File: src/rtl/rtlola_input_queue.sv
// rtlola_input_queue
//
// Event queue in front of the RTLola monitor. Producers push events (three signed stream
// values plus presence flags); each accepted event is stored in a circular buffer and
// optionally timestamped with a free-running cycle count. The monitor pops one event per
// valid/ready handshake.
//
// Optional feature macro: RTLOLA_QUEUE_TIMESTAMP_EN
//   defined   : cycle counter and per-entry timestamps are built; out_ts = capture cycle
//   undefined : no counter or timestamp storage; out_ts tied to 0
//
// Ports
//   clk, rst                 clock, asynchronous active-low reset
//   push_valid / push_ready  producer handshake (push_ready = !full)
//   x1..x3, has_x1..has_x3   event values and stream-present flags
//   out_valid / out_ready    consumer handshake on the head entry
//   out_x1..x3, out_has_x*   head entry (zero when out_valid = 0)
//   out_ts                   head timestamp
//   level                    current entry count
//   overflow, clr_overflow   sticky drop flag and its clear
module rtlola_input_queue #(
  parameter int unsigned DATA_W = 32,
  parameter int unsigned DEPTH  = 4,
  parameter int unsigned TS_W   = 32
) (
  input  logic                        clk,
  input  logic                        rst,
  input  logic                        push_valid,
  output logic                        push_ready,
  input  logic signed [DATA_W-1:0]    x1,
  input  logic signed [DATA_W-1:0]    x2,
  input  logic signed [DATA_W-1:0]    x3,
  input  logic                        has_x1,
  input  logic                        has_x2,
  input  logic                        has_x3,
  output logic                        out_valid,
  input  logic                        out_ready,
  output logic signed [DATA_W-1:0]    out_x1,
  output logic signed [DATA_W-1:0]    out_x2,
  output logic signed [DATA_W-1:0]    out_x3,
  output logic                        out_has_x1,
  output logic                        out_has_x2,
  output logic                        out_has_x3,
  output logic [TS_W-1:0]             out_ts,
  output logic [$clog2(DEPTH):0]      level,
  output logic                        overflow,
  input  logic                        clr_overflow
);

  localparam int unsigned AW = $clog2(DEPTH);
  localparam int unsigned PW = AW + 1;

  // Pointers carry one extra wrap bit so full and empty are distinguishable.
  logic [PW-1:0] wptr_q, wptr_d;
  logic [PW-1:0] rptr_q, rptr_d;
  logic          overflow_q, overflow_d;

  logic signed [DATA_W-1:0] x1_mem_q [DEPTH];
  logic signed [DATA_W-1:0] x2_mem_q [DEPTH];
  logic signed [DATA_W-1:0] x3_mem_q [DEPTH];
  logic [2:0]               has_mem_q [DEPTH];

  logic          empty, full, any_has;
  logic          push_acc, pop, drop;
  logic [AW-1:0] waddr, raddr;

  assign waddr   = wptr_q[AW-1:0];
  assign raddr   = rptr_q[AW-1:0];
  assign empty   = (wptr_q == rptr_q);
  assign full    = (wptr_q[AW] != rptr_q[AW]) && (waddr == raddr);
  assign any_has = has_x1 | has_x2 | has_x3;

  // Events with no stream present are discarded without touching any state.
  assign push_acc = push_valid && !full && any_has;
  assign drop     = push_valid && full && any_has;
  assign pop      = !empty && out_ready;

  assign push_ready = !full;
  assign out_valid  = !empty;
  assign level      = wptr_q - rptr_q;
  assign overflow   = overflow_q;

  always_comb begin
    wptr_d     = wptr_q;
    rptr_d     = rptr_q;
    overflow_d = overflow_q;
    if (push_acc) begin
      wptr_d = wptr_q + PW'(1);
    end
    if (pop) begin
      rptr_d = rptr_q + PW'(1);
    end
    // A new drop wins over a simultaneous clear.
    if (drop) begin
      overflow_d = 1'b1;
    end else if (clr_overflow) begin
      overflow_d = 1'b0;
    end
  end

  always_ff @(posedge clk or negedge rst) begin
    if (!rst) begin
      wptr_q     <= '0;
      rptr_q     <= '0;
      overflow_q <= 1'b0;
    end else begin
      wptr_q     <= wptr_d;
      rptr_q     <= rptr_d;
      overflow_q <= overflow_d;
    end
  end

  // Storage needs no reset; the pointers decide what is valid.
  always_ff @(posedge clk) begin
    if (push_acc) begin
      x1_mem_q[waddr]  <= x1;
      x2_mem_q[waddr]  <= x2;
      x3_mem_q[waddr]  <= x3;
      has_mem_q[waddr] <= {has_x1, has_x2, has_x3};
    end
  end

  always_comb begin
    out_x1     = '0;
    out_x2     = '0;
    out_x3     = '0;
    out_has_x1 = 1'b0;
    out_has_x2 = 1'b0;
    out_has_x3 = 1'b0;
    if (out_valid) begin
      out_x1     = x1_mem_q[raddr];
      out_x2     = x2_mem_q[raddr];
      out_x3     = x3_mem_q[raddr];
      out_has_x1 = has_mem_q[raddr][2];
      out_has_x2 = has_mem_q[raddr][1];
      out_has_x3 = has_mem_q[raddr][0];
    end
  end

`ifdef RTLOLA_QUEUE_TIMESTAMP_EN
  logic [TS_W-1:0] now_q, now_d;
  logic [TS_W-1:0] ts_mem_q [DEPTH];

  always_comb begin
    now_d = now_q + TS_W'(1);
  end

  always_ff @(posedge clk or negedge rst) begin
    if (!rst) begin
      now_q <= '0;
    end else begin
      now_q <= now_d;
    end
  end

  always_ff @(posedge clk) begin
    if (push_acc) begin
      ts_mem_q[waddr] <= now_q;
    end
  end

  assign out_ts = out_valid ? ts_mem_q[raddr] : '0;
`else
  assign out_ts = '0;
`endif

endmodule

File: config.mk
export PLATFORM = sky130hd
export DESIGN_NAME = rtlola_input_queue
export DESIGN_NICKNAME = d
export VERILOG_FILES = /design/src/rtl/rtlola_input_queue.sv
export SDC_FILE = /design/constraint.sdc
export NUM_CORES = 1
export LEC_CHECK = 0
export ABC_AREA = 0
export CORE_MARGIN = 3
export CORE_UTILIZATION = 34
export CTS_CLUSTER_DIAMETER = 150
export DETAILED_ROUTE_END_ITERATION = 12
export SYNTH_ARGS = -nofsm -noshare
export SYNTH_HDL_FRONTEND = slang
export SYNTH_SLANG_ARGS = --single-unit
File: constraint.sdc
create_clock -name clk -period 3.77 [get_ports clk]
set_input_delay 0.5655 -clock clk [delete_from_list [all_inputs] [get_ports clk]]
set_output_delay 0.5655 -clock clk [all_outputs]
set_load 0.01 [all_outputs]
; ---- Word level (Yosys, flattened, before mapping)
; Memory sizes are Yosys's and may differ from the RTL's.
; Index checks and enable logic that the tools add are counted.
[totals]
n_memories = 4
word_cells = 34
ramBits = 396
reg_bits = 7
[op_classes]
n_mux = 10
n_addsub = 3
reduce_logical = 9
eq_ne = 3
n_bitwise = 2
[memory_table]
columns = name, depth, width, rd, rd_ports_with_merged_regs, write_ports, line_no
row1 = x1_mem_q, 4, 32, 1, 0, 1, 58  ; logic signed [DATA_W-1:0] x1_mem_q [DEPTH];
row2 = x2_mem_q, 4, 32, 1, 0, 1, 59  ; logic signed [DATA_W-1:0] x2_mem_q [DEPTH];
row3 = x3_mem_q, 4, 32, 1, 0, 1, 60  ; logic signed [DATA_W-1:0] x3_mem_q [DEPTH];
row4 = has_mem_q, 4, 3, 1, 0, 1, 61  ; logic [2:0] has_mem_q [DEPTH];
[op_table]
columns = cell, count
row1 = $mux W32, 3
row2 = $mux W1, 7
row3 = $add A3 B1 Y3 const B, 2
row4 = $logic_and A1 B1 Y1, 6
row5 = $eq A3 B3 Y1, 1
row6 = $sub A3 B3 Y3, 1
row7 = $eq A2 B2 Y1, 1
row8 = $logic_not A1 Y1, 2
row9 = $or A1 B1 Y1, 2
row10 = $reduce_bool A2 Y1, 1
row11 = $ne A1 B1 Y1, 1

; ---- Longest topological paths before layout
[depth]
depth_word = 7
mapped_depth = 8
mapped_depth_nobuf = 5

; ---- Least setup slack after synthesis
; OpenSTA, ideal clock, no wires.
[synth_timing]
path_kind = register to register
start = register rptr_q[1]
end = memory has_mem_q[3][0], enable pin
t_arrival_ns = 3.499
path_stages_with_launch = 7
synth_period_minus_slack_ns = 3.952
setup_time_ns = 0.453
path_slack_ns = -0.182
path_buffers = 2
cell_sequence = dfrtp_1 clkbuf_1 buf_2 inv_1 ha_1 a311o_2 inv_1
[synth_via]
elab_chain_cells = 7
[synth_rtl]
columns = element, line_no
row1 = "start, declared", 55  ; logic [PW-1:0] rptr_q, rptr_d;
row2 = "start signal, assigned", 108  ; rptr_q <= rptr_d;
row3 = $eq A2 B2 Y1, 70  ; assign full = (wptr_q[AW] != rptr_q[AW]) && (waddr == raddr);
row4 = $logic_and A1 B1 Y1, 70
row5 = $logic_not A1 Y1, 74  ; assign push_acc = push_valid && !full && any_has;
row6 = $logic_and A1 B1 Y1 (2 in a row), 74
row7 = $mux W1, 115  ; if (push_acc) begin
row8 = $mux W1 (implied by the code), 119  ; has_mem_q[waddr] <= {has_x1, has_x2, has_x3};
row9 = "end, declared", 61
; Every way passes these cells.

; ---- Worst setup path after layout
[layout_timing]
start = register rptr_q[0]
end = output out_x3[18]
[layout_via]
elab_chain_cells = 2
[layout_rtl]
columns = element, line_no
row1 = $mem_v2 Z4 W32 / $eq A3 B3 Y1 (equally long branches), --
row2 = $mux W32 *, 130  ; if (out_valid) begin
row3 = "end, declared", 40  ; output logic signed [DATA_W-1:0] out_x3,
; Mark *: on every way between the ends. The rest lies on a longest branch, timed or not.

==> run summary <==
Capturing element type of the critical path: output pin
Nets: 1050
Maximum clock rate: 296.1 MHz
Initial antenna violation count: 1
DRC: 0
FF+latch count, synth: 403
WS Path Type: flop to output pin
Clock buffer depth: 3
Row count: 78
# fillers: 3941
Post-synthesis mux area share: 14.37%
Vias in the first global route: 7888
Critical Path Source Type: flop
First-pass GRT wire length: 47.43 mm
Worst-margin pin slew: 0.6747 ns
Die outline width: 220.7 um
WL met1: 13.55 mm
RePlAce Congestion: 0.6567
Pleak: 6.404 nW
DRT iter0 DRCs: 404
Worst vdd ir: 0.0005084 V
Synth Area in Simple Gates: 4.191%
Critical path arrival: 2.81 ns
Worst-path clk slew: 0.06 ns
Post-CTS Resized: 0
Slowest stage delay, CP: 0.51 ns
Number of max-cap violations: 0
Share of the synthesized area in the top cell type: 75.86%
Main combinational cell family by area after synthesis: multiplexers
Max-slew violations: 0
Final WS setup: 0.3932 ns
Drt wl/cell: 20.13 um
DR WL met2: 15.49 mm
Most area-consuming cells after synthesis: edfxtp_1 76%, mux4_2 14%, nor2b_1 4.0%
Grt total ovfl: 0
Core region area: 0.04548 mm^2
Pwr Density: 865.5 mW/mm^2
Synth Area in Adders: 0.6865%
Layout cells sized above 1: 18.63%
Clk root buf: clkbuf_16
Mapped cell area: 0.01568 mm^2
Post-route ant nets: 0
Status: finished, final reports clean
Area fraction in compound gates after synthesis: 0.2794%
CTS tree: done
Top Ports: 241
Initial core utilization: 34.47%
Sink Count: 403
CTS Hold Bufs: 0
Sequential share of the synthesized area: 76.98%
RSZ-0062 raised after global routing: no
Cell with the most instances after synthesis: edfxtp_1
CTS Buf Count: 42
First drt pass iteration count: 4
DRT Wirelength: 31.54 mm
Top_reg_cell synth: edfxtp_1
Final hold violation count: 0
Worst Path Max Fanout: 20
Synth cell types: 26
Hold crit path type: input pin to asynchronous set/reset pin
Setup TNS: 0 ns
Worst slew margin: 55.02%
Max Clock Skew: 0.01054 ns
Synthesized instance count: 703
Vias/cell: 4.675
# setup viols final: 0
Syn avg cell area: 22.30 um^2
FFs w/ async S/R, synth: 1.737%
IO buf count: 208
Metal3 WL: 1.890 mm
Final worst-path cycle share: 89.57%
CP Data Required Time: 3.20 ns
Die area: 0.04872 mm^2
Critical Path Slowest Stage Cell: dfrtp_4
DPL Wire Length: 18.19 mm
Area Growth Syn to Fin: 26.07%
Dpl ws: 0.7990 ns
Post-synth top cells: 396 x edfxtp_1, 99 x mux4_2, 99 x nor2b_1, 33 x buf_4, 12 x clkbuf_1
Syn. warnings: 0
GRT Total Usage: 13.09%
H-tree lvl count: 2
XOR/XNOR Fraction of Synth Area: 0.3831%
Fin crit period: 3.377 ns
Post-synth EDFFs: 396
Die span in y: 220.7 um
Highest routed layer: met4
Crit path buf inv count: 2
Clock Latency Late Sink: 0.54 ns
Total number of vias: 7325
Crit path max-delay family: buffers and inverters
Cell Chain, Critical Path: ha_1 > nand2_1 > nor2_4 > buf_4 > nor2b_1 > clkdlybuf4s50_1
Largest net degree at the start of global routing: 103
Post-CTS Setup Inserts: 0
Synth area leader: edfxtp_1
-- where the power goes --
part           internal, mW  leakage [nW]  switching (mW)  total [mW]
registers              5.94          3.70           0.188        6.13
clock network          2.30         0.631            1.58        3.88
logic                  3.76          2.07            3.34        7.10
total                  12.0          6.40            5.10        17.1
-- layer usage --
metal / up-vias / global-route usage [%]
met2: 220 / 21.83
met4: 0 / 4.201
met3: 45 / 2.898
met1: 3819 / 17.19
li1: 3241 / -
met5: - / 0
-- final cells by class --
cell class | count | area (um^2) | share of cell area (%)
flip-flops and latches | 403 | 12070 | 61.10
clock buffers | 56 | 1167 | 5.907
inverters | 9 | 37.54 | 0.1899
multi-input cells | 258 | 3249 | 16.44
well taps | 600 | 750.7 | 3.799
clock inverters | 16 | 127.6 | 0.6458
diodes | 1 | 2.502 | 0.01266
repair buffers | 224 | 2352 | 11.90
-- registers in the layout (all words and copies together) (netlist names) --
register,flops
wptr_q,3
rptr_q,3
overflow,1
x3_mem_q,128
x2_mem_q,128
x1_mem_q,128
has_mem_q,12
-- path summary, 6_finish.rpt --
path | from | slack [ns] | cells past startpoint | endpoint
worst max register to register | rptr_q[0]$_DFFE_PN0P_ | 1.29 | 4 | x2_mem_q[0][14]$_DFFE_PP_
max in group asynchronous | rst | 3.17 | 1 | rptr_q[0]$_DFFE_PN0P_
worst max-delay path | rptr_q[0]$_DFFE_PN0P_ | 0.39 | 6 | out_x3[18]
worst min-delay path | rst | 0.30 | 1 | wptr_q[1]$_DFFE_PN0P_
min in group clk | wptr_q[2]$_DFFE_PN0P_ | 0.52 | 1 | wptr_q[2]$_DFFE_PN0P_
worst min register to register | wptr_q[2]$_DFFE_PN0P_ | 0.52 | 1 | wptr_q[2]$_DFFE_PN0P_
-- layout by cell type (no fill, tap or decap), drive strengths merged, types with 3 or more instances in the layout --
| cell | synthesis | routed |
|---|---|---|
| edfxtp | 396 | 396 |
| clkdlybuf4s50 | 0 | 208 |
| mux4 | 99 | 99 |
| nor2b | 99 | 99 |
| clkbuf | 12 | 56 |
| conb | 1 | 32 |
| buf | 52 | 16 |
| clkinv | 0 | 12 |
| inv | 9 | 9 |
| ha | 7 | 7 |
| dfrtp | 7 | 7 |
| xnor2 | 4 | 4 |
| and2 | 3 | 3 |
-- cell families (layout without fill, tap and decap cells) --
group                    count (synthesis)  in the layout
adder cells (fa/ha/maj)                  8              8
XOR/XNOR                                 6              6
buffers and inverters                   73            305
AND/OR/NAND/NOR                        105            105
flip-flops                             403            403
multiplexers                           101            101
other                                    1             33
AO/OA/AOI/OAI                            6              6
-- metrics by stage --
step	hold WS, ns	power, mW	std cells	area (um^2)	util [%]
floorplan	0.2699	9.993	734	15800	-
global placement	0.5128	13.46	1494	18460	40.60
detailed placement	0.5122	13.50	1494	18460	40.60
CTS	0.2653	17.47	1566	19760	43.45
global route	0.3121	18.09	1566	19760	43.45
finish	0.3043	17.10	1567	19760	43.45
(Power assumes the default switching activity.)
